**src/rtl/hba_mailbox_pkg.sv**
```systemverilog
// Shared definitions for the HBA mailbox: register map, CTRL/STATUS bit
// positions and the bus-handshake state encoding.
package hba_mailbox_pkg;

    localparam int unsigned REG_CTRL     = 0;
    localparam int unsigned REG_STATUS   = 1;
    localparam int unsigned REG_TX_DATA  = 2;
    localparam int unsigned REG_RX_DATA  = 3;
    localparam int unsigned REG_RX_COUNT = 4;
    localparam int unsigned REG_TX_COUNT = 5;

    localparam int CTRL_RX_IRQ_EN       = 0;
    localparam int CTRL_TX_EMPTY_IRQ_EN = 1;

    localparam int STAT_RX_NOT_EMPTY = 0;
    localparam int STAT_RX_FULL      = 1;
    localparam int STAT_TX_EMPTY     = 2;
    localparam int STAT_TX_FULL      = 3;
    localparam int STAT_RX_OVF       = 4;
    localparam int STAT_TX_OVF       = 5;

    typedef enum logic [1:0] {
        BUS_IDLE = 2'd0,
        BUS_ACK  = 2'd1,
        BUS_HOLD = 2'd2
    } bus_state_t;

endpackage

```
**src/rtl/hba_sync_fifo.sv**
```systemverilog
// Single-clock first-word-fall-through FIFO; head reads 0 while empty.
// A push into a full FIFO is accepted only when a pop happens in the same cycle.
module hba_sync_fifo #(
    parameter int WIDTH = 8,
    parameter int DEPTH = 8
) (
    input  logic                     clk,
    input  logic                     rst_n,
    input  logic                     push,
    input  logic [WIDTH-1:0]         push_data,
    input  logic                     pop,
    output logic [WIDTH-1:0]         head,
    output logic                     empty,
    output logic                     full,
    output logic [$clog2(DEPTH):0]   count
);
    localparam int AW = $clog2(DEPTH);
    localparam int CW = AW + 1;

    logic [WIDTH-1:0] mem [DEPTH];
    logic [AW-1:0]    wr_ptr;
    logic [AW-1:0]    rd_ptr;
    logic             do_push;
    logic             do_pop;

    assign empty   = (count == '0);
    assign full    = (count == CW'(DEPTH));
    assign do_pop  = pop & ~empty;
    assign do_push = push & (~full | do_pop);
    assign head    = empty ? '0 : mem[rd_ptr];

    // Pointers wrap naturally because DEPTH is a power of two.
    always_ff @(posedge clk or negedge rst_n) begin
        if (!rst_n) begin
            wr_ptr <= '0;
            rd_ptr <= '0;
            count  <= '0;
        end else begin
            if (do_push)
                wr_ptr <= wr_ptr + 1'b1;
            if (do_pop)
                rd_ptr <= rd_ptr + 1'b1;
            count <= count + CW'(do_push) - CW'(do_pop);
        end
    end

    always_ff @(posedge clk) begin
        if (do_push)
            mem[wr_ptr] <= push_data;
    end

endmodule

```
**src/rtl/hba_mailbox.sv**
```systemverilog
// HBA slave exposing a host->local TX FIFO and a local->host RX FIFO,
// with a CSR pair (CTRL/STATUS) and a level interrupt.
module hba_mailbox #(
    parameter int DBUS_WIDTH        = 8,
    parameter int PERIPH_ADDR_WIDTH = 4,
    parameter int REG_ADDR_WIDTH    = 8,
    parameter int PERIPH_ADDR       = 5,
    parameter int FIFO_DEPTH        = 8
) (
    input  logic                                      hba_clk,
    input  logic                                      hba_reset,
    input  logic                                      hba_rnw,
    input  logic                                      hba_select,
    input  logic [PERIPH_ADDR_WIDTH+REG_ADDR_WIDTH-1:0] hba_abus,
    input  logic [DBUS_WIDTH-1:0]                     hba_dbus,
    output logic [DBUS_WIDTH-1:0]                     hba_dbus_slave,
    output logic                                      hba_xferack_slave,
    output logic                                      slave_interrupt,
    input  logic                                      rx_wr_en,
    input  logic [DBUS_WIDTH-1:0]                     rx_wr_data,
    input  logic                                      tx_rd_en,
    output logic [DBUS_WIDTH-1:0]                     tx_rd_data,
    output logic                                      tx_valid
);
    import hba_mailbox_pkg::*;

    localparam int CW = $clog2(FIFO_DEPTH) + 1;

    bus_state_t                   state, state_next;
    logic                         hit, accept;
    logic [PERIPH_ADDR_WIDTH-1:0] slot;
    int unsigned                  reg_idx;
    logic [DBUS_WIDTH-1:0]        rd_mux, rd_q;
    logic [1:0]                   ctrl;
    logic                         rx_ovf, tx_ovf, irq_q;
    logic                         ctrl_wr, stat_wr, tx_push, rx_pop;
    logic                         rx_ovf_set, tx_ovf_set;
    logic [DBUS_WIDTH-1:0]        rx_head, tx_head;
    logic                         rx_empty, rx_full, tx_empty, tx_full;
    logic [CW-1:0]                rx_count, tx_count;
    logic                         unused_dbus;

    assign slot    = hba_abus[PERIPH_ADDR_WIDTH+REG_ADDR_WIDTH-1 -: PERIPH_ADDR_WIDTH];
    assign reg_idx = 32'(hba_abus[REG_ADDR_WIDTH-1:0]);
    assign hit     = hba_select & (slot == PERIPH_ADDR_WIDTH'(PERIPH_ADDR));

    // Side effects fire only on the IDLE->ACK edge, so a held select acts once.
    always_comb begin
        state_next        = state;
        accept            = 1'b0;
        hba_xferack_slave = 1'b0;
        case (state)
            BUS_IDLE: if (hit) begin
                accept     = 1'b1;
                state_next = BUS_ACK;
            end
            BUS_ACK: begin
                hba_xferack_slave = 1'b1;
                state_next        = BUS_HOLD;
            end
            BUS_HOLD: if (!hba_select) state_next = BUS_IDLE;
            default:  state_next = BUS_IDLE;
        endcase
    end

    always_comb begin
        rd_mux = '0;
        case (reg_idx)
            REG_CTRL:     rd_mux[1:0] = ctrl;
            REG_STATUS: begin
                rd_mux[STAT_RX_NOT_EMPTY] = ~rx_empty;
                rd_mux[STAT_RX_FULL]      = rx_full;
                rd_mux[STAT_TX_EMPTY]     = tx_empty;
                rd_mux[STAT_TX_FULL]      = tx_full;
                rd_mux[STAT_RX_OVF]       = rx_ovf;
                rd_mux[STAT_TX_OVF]       = tx_ovf;
            end
            REG_RX_DATA:  rd_mux = rx_head;
            REG_RX_COUNT: rd_mux = DBUS_WIDTH'(rx_count);
            REG_TX_COUNT: rd_mux = DBUS_WIDTH'(tx_count);
            default:      rd_mux = '0;
        endcase
    end

    assign ctrl_wr = accept & ~hba_rnw & (reg_idx == REG_CTRL);
    assign stat_wr = accept & ~hba_rnw & (reg_idx == REG_STATUS);
    assign tx_push = accept & ~hba_rnw & (reg_idx == REG_TX_DATA);
    assign rx_pop  = accept &  hba_rnw & (reg_idx == REG_RX_DATA);

    // A full FIFO still absorbs a push when it is popped in the same cycle.
    assign rx_ovf_set = rx_wr_en & rx_full & ~rx_pop;
    assign tx_ovf_set = tx_push & tx_full & ~tx_rd_en;

    always_ff @(posedge hba_clk or negedge hba_reset) begin
        if (!hba_reset) begin
            state  <= BUS_IDLE;
            rd_q   <= '0;
            ctrl   <= '0;
            rx_ovf <= 1'b0;
            tx_ovf <= 1'b0;
            irq_q  <= 1'b0;
        end else begin
            state  <= state_next;
            rd_q   <= (accept & hba_rnw) ? rd_mux : '0;
            if (ctrl_wr)
                ctrl <= hba_dbus[1:0];
            rx_ovf <= (rx_ovf & ~(stat_wr & hba_dbus[STAT_RX_OVF])) | rx_ovf_set;
            tx_ovf <= (tx_ovf & ~(stat_wr & hba_dbus[STAT_TX_OVF])) | tx_ovf_set;
            irq_q  <= (ctrl[CTRL_RX_IRQ_EN] & ~rx_empty) |
                      (ctrl[CTRL_TX_EMPTY_IRQ_EN] & tx_empty);
        end
    end

    hba_sync_fifo #(.WIDTH(DBUS_WIDTH), .DEPTH(FIFO_DEPTH)) u_rx_fifo (
        .clk       (hba_clk),
        .rst_n     (hba_reset),
        .push      (rx_wr_en),
        .push_data (rx_wr_data),
        .pop       (rx_pop),
        .head      (rx_head),
        .empty     (rx_empty),
        .full      (rx_full),
        .count     (rx_count)
    );

    hba_sync_fifo #(.WIDTH(DBUS_WIDTH), .DEPTH(FIFO_DEPTH)) u_tx_fifo (
        .clk       (hba_clk),
        .rst_n     (hba_reset),
        .push      (tx_push),
        .push_data (hba_dbus),
        .pop       (tx_rd_en),
        .head      (tx_head),
        .empty     (tx_empty),
        .full      (tx_full),
        .count     (tx_count)
    );

    assign hba_dbus_slave  = rd_q;
    assign slave_interrupt = irq_q;
    assign tx_rd_data      = tx_head;
    assign tx_valid        = ~tx_empty;
    assign unused_dbus     = ^hba_dbus;

endmodule

```
**config.mk**
```make
export PLATFORM = sky130hd
export DESIGN_NAME = hba_mailbox
export DESIGN_NICKNAME = d
export VERILOG_FILES = /design/src/rtl/hba_mailbox_pkg.sv /design/src/rtl/hba_sync_fifo.sv /design/src/rtl/hba_mailbox.sv
export SDC_FILE = /design/constraint.sdc
export NUM_CORES = 1
export LEC_CHECK = 0
export CAP_MARGIN = 10
export CELL_PAD_IN_SITES_DETAIL_PLACEMENT = 2
export CELL_PAD_IN_SITES_GLOBAL_PLACEMENT = 2
export CORE_ASPECT_RATIO = 0.8
export CORE_MARGIN = 2
export CORE_UTILIZATION = 30
export DETAILED_ROUTE_END_ITERATION = 10
export GPL_TIMING_DRIVEN = 0
export PLACE_DENSITY_LB_ADDON = 0.1
export SLEW_MARGIN = 20
export SYNTH_ARGS = -nofsm -noshare
export SYNTH_HDL_FRONTEND = slang
export SYNTH_SLANG_ARGS = --single-unit
```
**constraint.sdc**
```tcl
create_clock -name hba_clk -period 4.5 [get_ports hba_clk]
set_input_delay 0.45 -clock hba_clk [delete_from_list [all_inputs] [get_ports hba_clk]]
set_output_delay 0.45 -clock hba_clk [all_outputs]
set_load 0.02 [all_outputs]
```
# ---- Yosys cells after proc, flatten, opt, wreduce, memory -nomap -nowiden
# Memory sizes are Yosys's and may differ from the RTL's.
# Cells that the tools add are included.
dict set report word_totals {
  out_inout_bits 19
  mem_bits_rw 128
  regBits 35
  n_memories 2
}
dict set report classes {
  bitwise_logic 35
  muxes 16
  eq_ne 12
  n_addsub 8
  n_reduce_logical 5
}
# name depth word_bits rd rd_clocked_by_memory_dff write_ports line
set mem_list {}
lappend mem_list {u_rx_fifo.mem 8 8 1 0 1 hba_sync_fifo.sv:20} ;# logic [WIDTH-1:0] mem [DEPTH];
lappend mem_list {u_tx_fifo.mem 8 8 1 0 1 hba_sync_fifo.sv:20}
# op n
set op_table {}
lappend op_table {{32-bit logical NOT} 1}
lappend op_table {{8-bit 2-to-1 mux} 3}
lappend op_table {{1-bit bitwise AND} 21}
lappend op_table {{8-bit by 2-bit == test with 1-bit output (second input constant)} 2}
lappend op_table {{8-bit by 3-bit == test with 1-bit output (second input constant)} 2}
lappend op_table {{4-bit case mux with 4 select lines} 1}
lappend op_table {{3-bit by 1-bit adder with 3-bit output (second input constant)} 4}
lappend op_table {{2-bit case mux with 5 select lines} 1}
lappend op_table {{1-bit NOT} 9}
lappend op_table {{4-bit by 1-bit adder with 4-bit output} 2}
lappend op_table {{4-bit == test (second input constant)} 2}
lappend op_table {{8-bit by 1-bit == test with 1-bit output (second input constant)} 1}
lappend op_table {{4-bit logical NOT} 2}
lappend op_table {{4-bit by 1-bit subtractor with 4-bit output} 2}
lappend op_table {{1-bit 2-to-1 mux} 7}
lappend op_table {{2-bit 2-to-1 mux} 3}
lappend op_table {{2-bit case mux with 3 select lines} 1}
lappend op_table {{1-bit bitwise OR} 5}
lappend op_table {{4-bit by 3-bit == test with 1-bit output (second input constant)} 1}
lappend op_table {{2-bit != test (second input constant)} 2}
lappend op_table {{2-bit by 1-bit == test with 1-bit output (second input constant)} 1}
lappend op_table {{2-bit == test (second input constant)} 1}
lappend op_table {{2-bit logical NOT} 1}
lappend op_table {{2-bit AND reduction} 1}

# ---- Longest topological paths before layout
# Gate-level depths: netlist (run 1).
dict set report logic_depth {
  ltp_word 11
  ltp_mapped 13
}

# ---- Cells and area by module
# From an unflattened synthesis (run 1), not the netlist that was laid out.
dict set report unflattened {
  hier_cells 465
  hier_area_um2 7100.6
}
# module cells_per_inst n_inst area_per_inst_um2 seq_area_each_um2
set modules_own_cells {}
lappend modules_own_cells {hba_sync_fifo 189 2 3118.0 2172.1}
lappend modules_own_cells {hba_mailbox 87 1 864.6 375.4}

# ---- Least setup slack after synthesis (run 1)
# Ideal clock, no wire load.
dict set report synth_path {
  path_type {reg-to-reg}
  from {register u_rx_fifo.count[2]}
  to {register u_rx_fifo.count[2]}
  stages_incl_launch_ff 14
  t_arrival_ns 2.376
  required_ns 4.377
  slack_ns 2.001
  period_less_slack_ns 2.499
  setup_ns 0.123
  path_buffers 1
  cell_sequence {dfrtp_1 > inv_1 > ha_1 > or3b_1 > and2_1 > buf_2 > nand3_4 > inv_1 > ha_1 > inv_1 > ha_1 > inv_1 > fa_1 > xnor2_1}
}
dict set report synth_between {
  elab_chain_cells 7
  elab_cells_between_ends 9
  classes_between {add/sub: 2; eq/ne: 1; bitwise: 5; reduce/logical: 1}
}
# item line
set synth_rtl {}
lappend synth_rtl {{start, declared} hba_sync_fifo.sv:15} ;# output logic [$clog2(DEPTH):0] count
lappend synth_rtl {{start signal, assigned} hba_sync_fifo.sv:43} ;# count <= count + CW'(do_push) - CW'(do_pop);
lappend synth_rtl {{4-bit logical NOT (*)} hba_sync_fifo.sv:26} ;# assign empty = (count == '0);
lappend synth_rtl {{1-bit NOT (*)} hba_sync_fifo.sv:28} ;# assign do_pop = pop & ~empty;
lappend synth_rtl {{1-bit bitwise AND (*)} hba_sync_fifo.sv:28}
lappend synth_rtl {{named net u_rx_fifo.do_pop} hba_sync_fifo.sv:24} ;# logic do_pop;
lappend synth_rtl {{1-bit bitwise OR} hba_sync_fifo.sv:29} ;# assign do_push = push & (~full | do_pop);
lappend synth_rtl {{1-bit bitwise AND} hba_sync_fifo.sv:29}
lappend synth_rtl {{4-bit by 1-bit adder with 4-bit output} hba_sync_fifo.sv:43}
lappend synth_rtl {{4-bit by 1-bit subtractor with 4-bit output (*)} hba_sync_fifo.sv:43}
# The timed path passes the listed nets; every way through them passes the cells marked *.
# A chain may end at the register's enable or synchronous reset.

# ---- Worst setup path in the final report (run 1)
dict set report layout_path {
  from {register u_tx_fifo.rd_ptr[1]}
  to {output port tx_rd_data[6]}
}
dict set report layout_between {
  elab_chain_cells 2
}
# item line
set layout_rtl {}
lappend layout_rtl {{start, declared} hba_sync_fifo.sv:22} ;# logic [AW-1:0] rd_ptr;
lappend layout_rtl {{start signal, assigned} hba_sync_fifo.sv:42} ;# rd_ptr <= rd_ptr + 1'b1;
lappend layout_rtl {{memory 8 x 8 bit} -}
lappend layout_rtl {{8-bit 2-to-1 mux} hba_sync_fifo.sv:30} ;# assign head = empty ? '0 : mem[rd_ptr];
lappend layout_rtl {{end, declared} hba_mailbox.sv:22} ;# output logic [DBUS_WIDTH-1:0] tx_rd_data,
# No other way between the ends.

==> results of run 1 <==
==> worst max path at each step <==
stage | end | slack, ns | depth (start not counted)
6_report | tx_rd_data[6] | 0.94 | 6
5_1_grt | tx_rd_data[6] | 0.76 | 6
4_1_cts | tx_rd_data[6] | 0.84 | 6
3_5_place_dp | u_rx_fifo.mem[7][2] | 1.12 | 6
3_3_place_gp | u_rx_fifo.mem[3][2] | 0.63 | 6
2_1_floorplan | u_rx_fifo.count[2] | 2.00 | 13
==> cells by family after synthesis <==
logic type      after synthesis  synth area share
simple gates                 94            0.0932
fa+ha+maj                    18            0.0339
mux                          55             0.138
compound gates               31            0.0302
flops                       163             0.666
xor+xnor                     10            0.0124
buf+inv                      41            0.0270
==> sequential cells by signal, summed over array words and instances, names as in the netlist, 3 cells and up <==
name and flops:
hba_dbus_slave 8, u_rx_fifo.count 4, u_rx_fifo.mem 64, u_rx_fifo.rd_ptr 3, u_rx_fifo.wr_ptr 3, u_tx_fifo.count 4, u_tx_fifo.mem 64, u_tx_fifo.rd_ptr 3
u_tx_fifo.wr_ptr 3
==> layout by cell type (no fill, tap or decap), drive strengths merged, types with 3 or more instances in the layout <==
cell	synthesis	final
o22ai	3	3
nand3b	3	3
mux2i	12	12
mux2	10	10
nor2	18	18
and4bb	3	3
xnor2	5	5
xor2	5	5
a21oi	8	8
buf	15	20
or4	3	3
edfxtp	128	128
a21o	3	3
mux4	33	33
nor4b	4	4
ha	16	16
dfrtp	35	35
nor3	5	5
inv	20	28
and2	3	3
clkdlybuf4s50	0	50
nand3	13	13
nor3b	6	6
and4b	3	3
nor2b	6	6
nand4	5	5
clkbuf	6	24
o211ai	3	3
nand2	11	11
==> where the power goes <==
group / switching [uW] / internal, uW
sequential: 85.3 / 1790
combinational: 668 / 559
clock: 674 / 864
==> metrics by stage <==
step | hold WS (ns) | instance area [um2] | power (uW) | cells
after floorplan | 0.154 | 7090 | 2680 | 412
after global placement | 0.478 | 7990 | 3090 | 775
after detailed placement | 0.386 | 8050 | 3160 | 779
after CTS | 0.451 | 8690 | 4710 | 812
after global routing | 0.477 | 8690 | 4890 | 812
final | 0.455 | 8690 | 4640 | 812
==> layer usage <==
| layer | vias to the layer above | share of wire |
|---|---|---|
| li1 | 1768 | - |
| met1 | 2050 | 0.51 |
| met2 | 59 | 0.45 |
| met3 | 13 | 0.032 |
| met4 | 0 | 0.0091 |
| met5 | - | 0 |
==> final cells by class <==
class	count	area, um2
clock buffer	18	439
sequential	163	4720
fill	2313	14600
inverter	20	75.1
timing repair buffer	56	558
buffer	21	116
clock inverter	14	188
tap	312	390
multi-input combinational	208	2200
==> critical path, stage by stage, from the launching register on <==
cell and delay (ns):
dfrtp_1 0.35, clkbuf_1 0.50, buf_1 0.58, mux4_2 0.34
mux2i_1 0.07, nor2_1 0.19, clkdlybuf4s50_1 0.65
==> impl_metrics.csv, run 1 <==
group,metric,value,unit
synthesis,syn_area,0.00709,mm2
synthesis,synthFlopType,"edfxtp_1",
critical_path,crit_path_end_kind,"output pin",
flow_run,maxCapViolCount,0,
power_and_ir_drop,p_leak,0.00305,uW
timing,finalSetupViolCount,0,
detailed_routing,drt_first_pass_iters,4,
placed_design,dp_hpwl,12500,um
global_route,antenna_found_initial,0,
timing,finClkSkew,0.0131,ns
synthesis,synth_area_leaders,"edfxtp_1 (54%), dfrtp_1 (12%), mux4_2 (10%), ha_1 (2.8%), mux2i_1 (1.7%)",
global_route,grt_util_met3,0.0281,
cells_and_area,fin_nets,539,
timing,hold_violations,0,
global_route,grt_use_total,0.148,
timing,worstMarginPinSlew,0.849,ns
timing,timing.final.ws_setup,0.938,ns
placed_design,pre_cts_ws,1.12,ns
global_route,grt_pass1_wl,26900,um
timing,period_needed,3.56,ns
synthesis,synth_common_cells,"edfxtp_1 (128), dfrtp_1 (35), mux4_2 (33), inv_1 (20), nor2_1 (18)",
cells_and_area,syn_to_final_growth,22.6,%
critical_path,crit_required,4.05,ns
clock_tree,h-tree-depth,4,
global_route,grt_max_degree,23,
placed_design,place.gp.congestion,0.708,
detailed_routing,antenna_left,0,
die,start_util,0.305,
critical_path,r2r_cells,13,
die,ioPinCount,53,
critical_path,worstSetupPathType,"reg -> out",
synthesis,seq_area_frac_synth,0.666,
cells_and_area,final_core_util,0.373,
critical_path,startpoint_type,"register",
critical_path,r2r_slack,1.68,ns
outcome,outcome,"finished clean",
timing,relSlewSlack,0.431,
clock_tree,cts_root_buf,"clkbuf_16",
synthesis,synth_top_area_cell,"edfxtp_1",
synthesis,synth-edff-count,128,
timing,drv_slew,0,
synthesis,yosys_warnings,0,
detailed_routing,drc,0,
synthesis,postSynthCellCount,412,
clock_tree,numCtsBuffers,17,
global_route,grtUsageMet1,0.218,
detailed_routing,vias,3890,
timing,rsz0062_at_grt,"no",
critical_path,crit_arrival,3.11,ns
synthesis,syn-num-nets,464,
placed_design,port-buffer-count,51,
global_route,met2_usage,0.222,
synthesis,synth_top_area_share,0.542,
detailed_routing,routed_via_density,4.79,
clock_tree,cts_sinks,163,
global_route,grt-ovfl-total,0,
timing,finalSetupTns,0,ns
clock_tree,cts_tree,"done",
synthesis,synth_seq_cells,163,
critical_path,timing.rr.end,"u_rx_fifo.count[1]",
critical_path,worst-path-max-fanout,10,
synthesis,async_flop_share,0.215,
cells_and_area,antenna_cells,0,
clock_tree,cts_buffer_depth,2,
die,die_width,176,um
clock_tree,cts_setup_buffers,0,
synthesis,synth.avg_cell_area,17.2,um2
die,die_y,141,um
die,dieArea,0.0249,mm2
power_and_ir_drop,irDropWorstVdd,0.000217,V
global_route,grt_pass1_vias,4518,
detailed_routing,wl_per_cell,21.1,um
clock_tree,cts_resized,0,
synthesis,synth.distinct_cells,64,
timing,fmax,0.281,GHz
cells_and_area,drive_gt1_frac,0.232,
timing,period_share,0.792,
global_route,top_usage_layer,"met2",
die,core,0.0233,mm2
synthesis,yosysMostFrequentCell,"edfxtp_1",
power_and_ir_drop,power_density,534,mW/mm2
hold_path,hold_path_class,"in -> async",
critical_path,r2r_start,"u_rx_fifo.count[2]",
clock_tree,ctsHoldBuffers,1,
clock_tree,clk_pin_slew,0.08,ns
critical_path,critPathLaunch,"u_tx_fifo.rd_ptr[1]",
clock_tree,insertion_delay,0.43,ns
detailed_routing,initialDrtViolationCount,179,
detailed_routing,postRouteWirelength,17100,um
die,num_rows,50,
Power figures use the tool's default switching activity.
==> inputs of run 2 (changes only) <==
- clock period: 4.5 -> 3.74 ns (I/O delays scaled with it)
==> results of run 2 <==
The final DEF is identical to that of run 1. Status: finished clean.
Among the figures that moved: setup slack after placement 1.12 ns -> 0.439 ns; setup slack after layout 0.938 ns -> 0.254 ns; hold slack 0.455 ns -> 0.379 ns; register-to-register setup slack 1.68 ns -> 0.92 ns; total power 4640 uW -> 5580 uW; worst IR drop on VDD 0.000217 V -> 0.000261 V
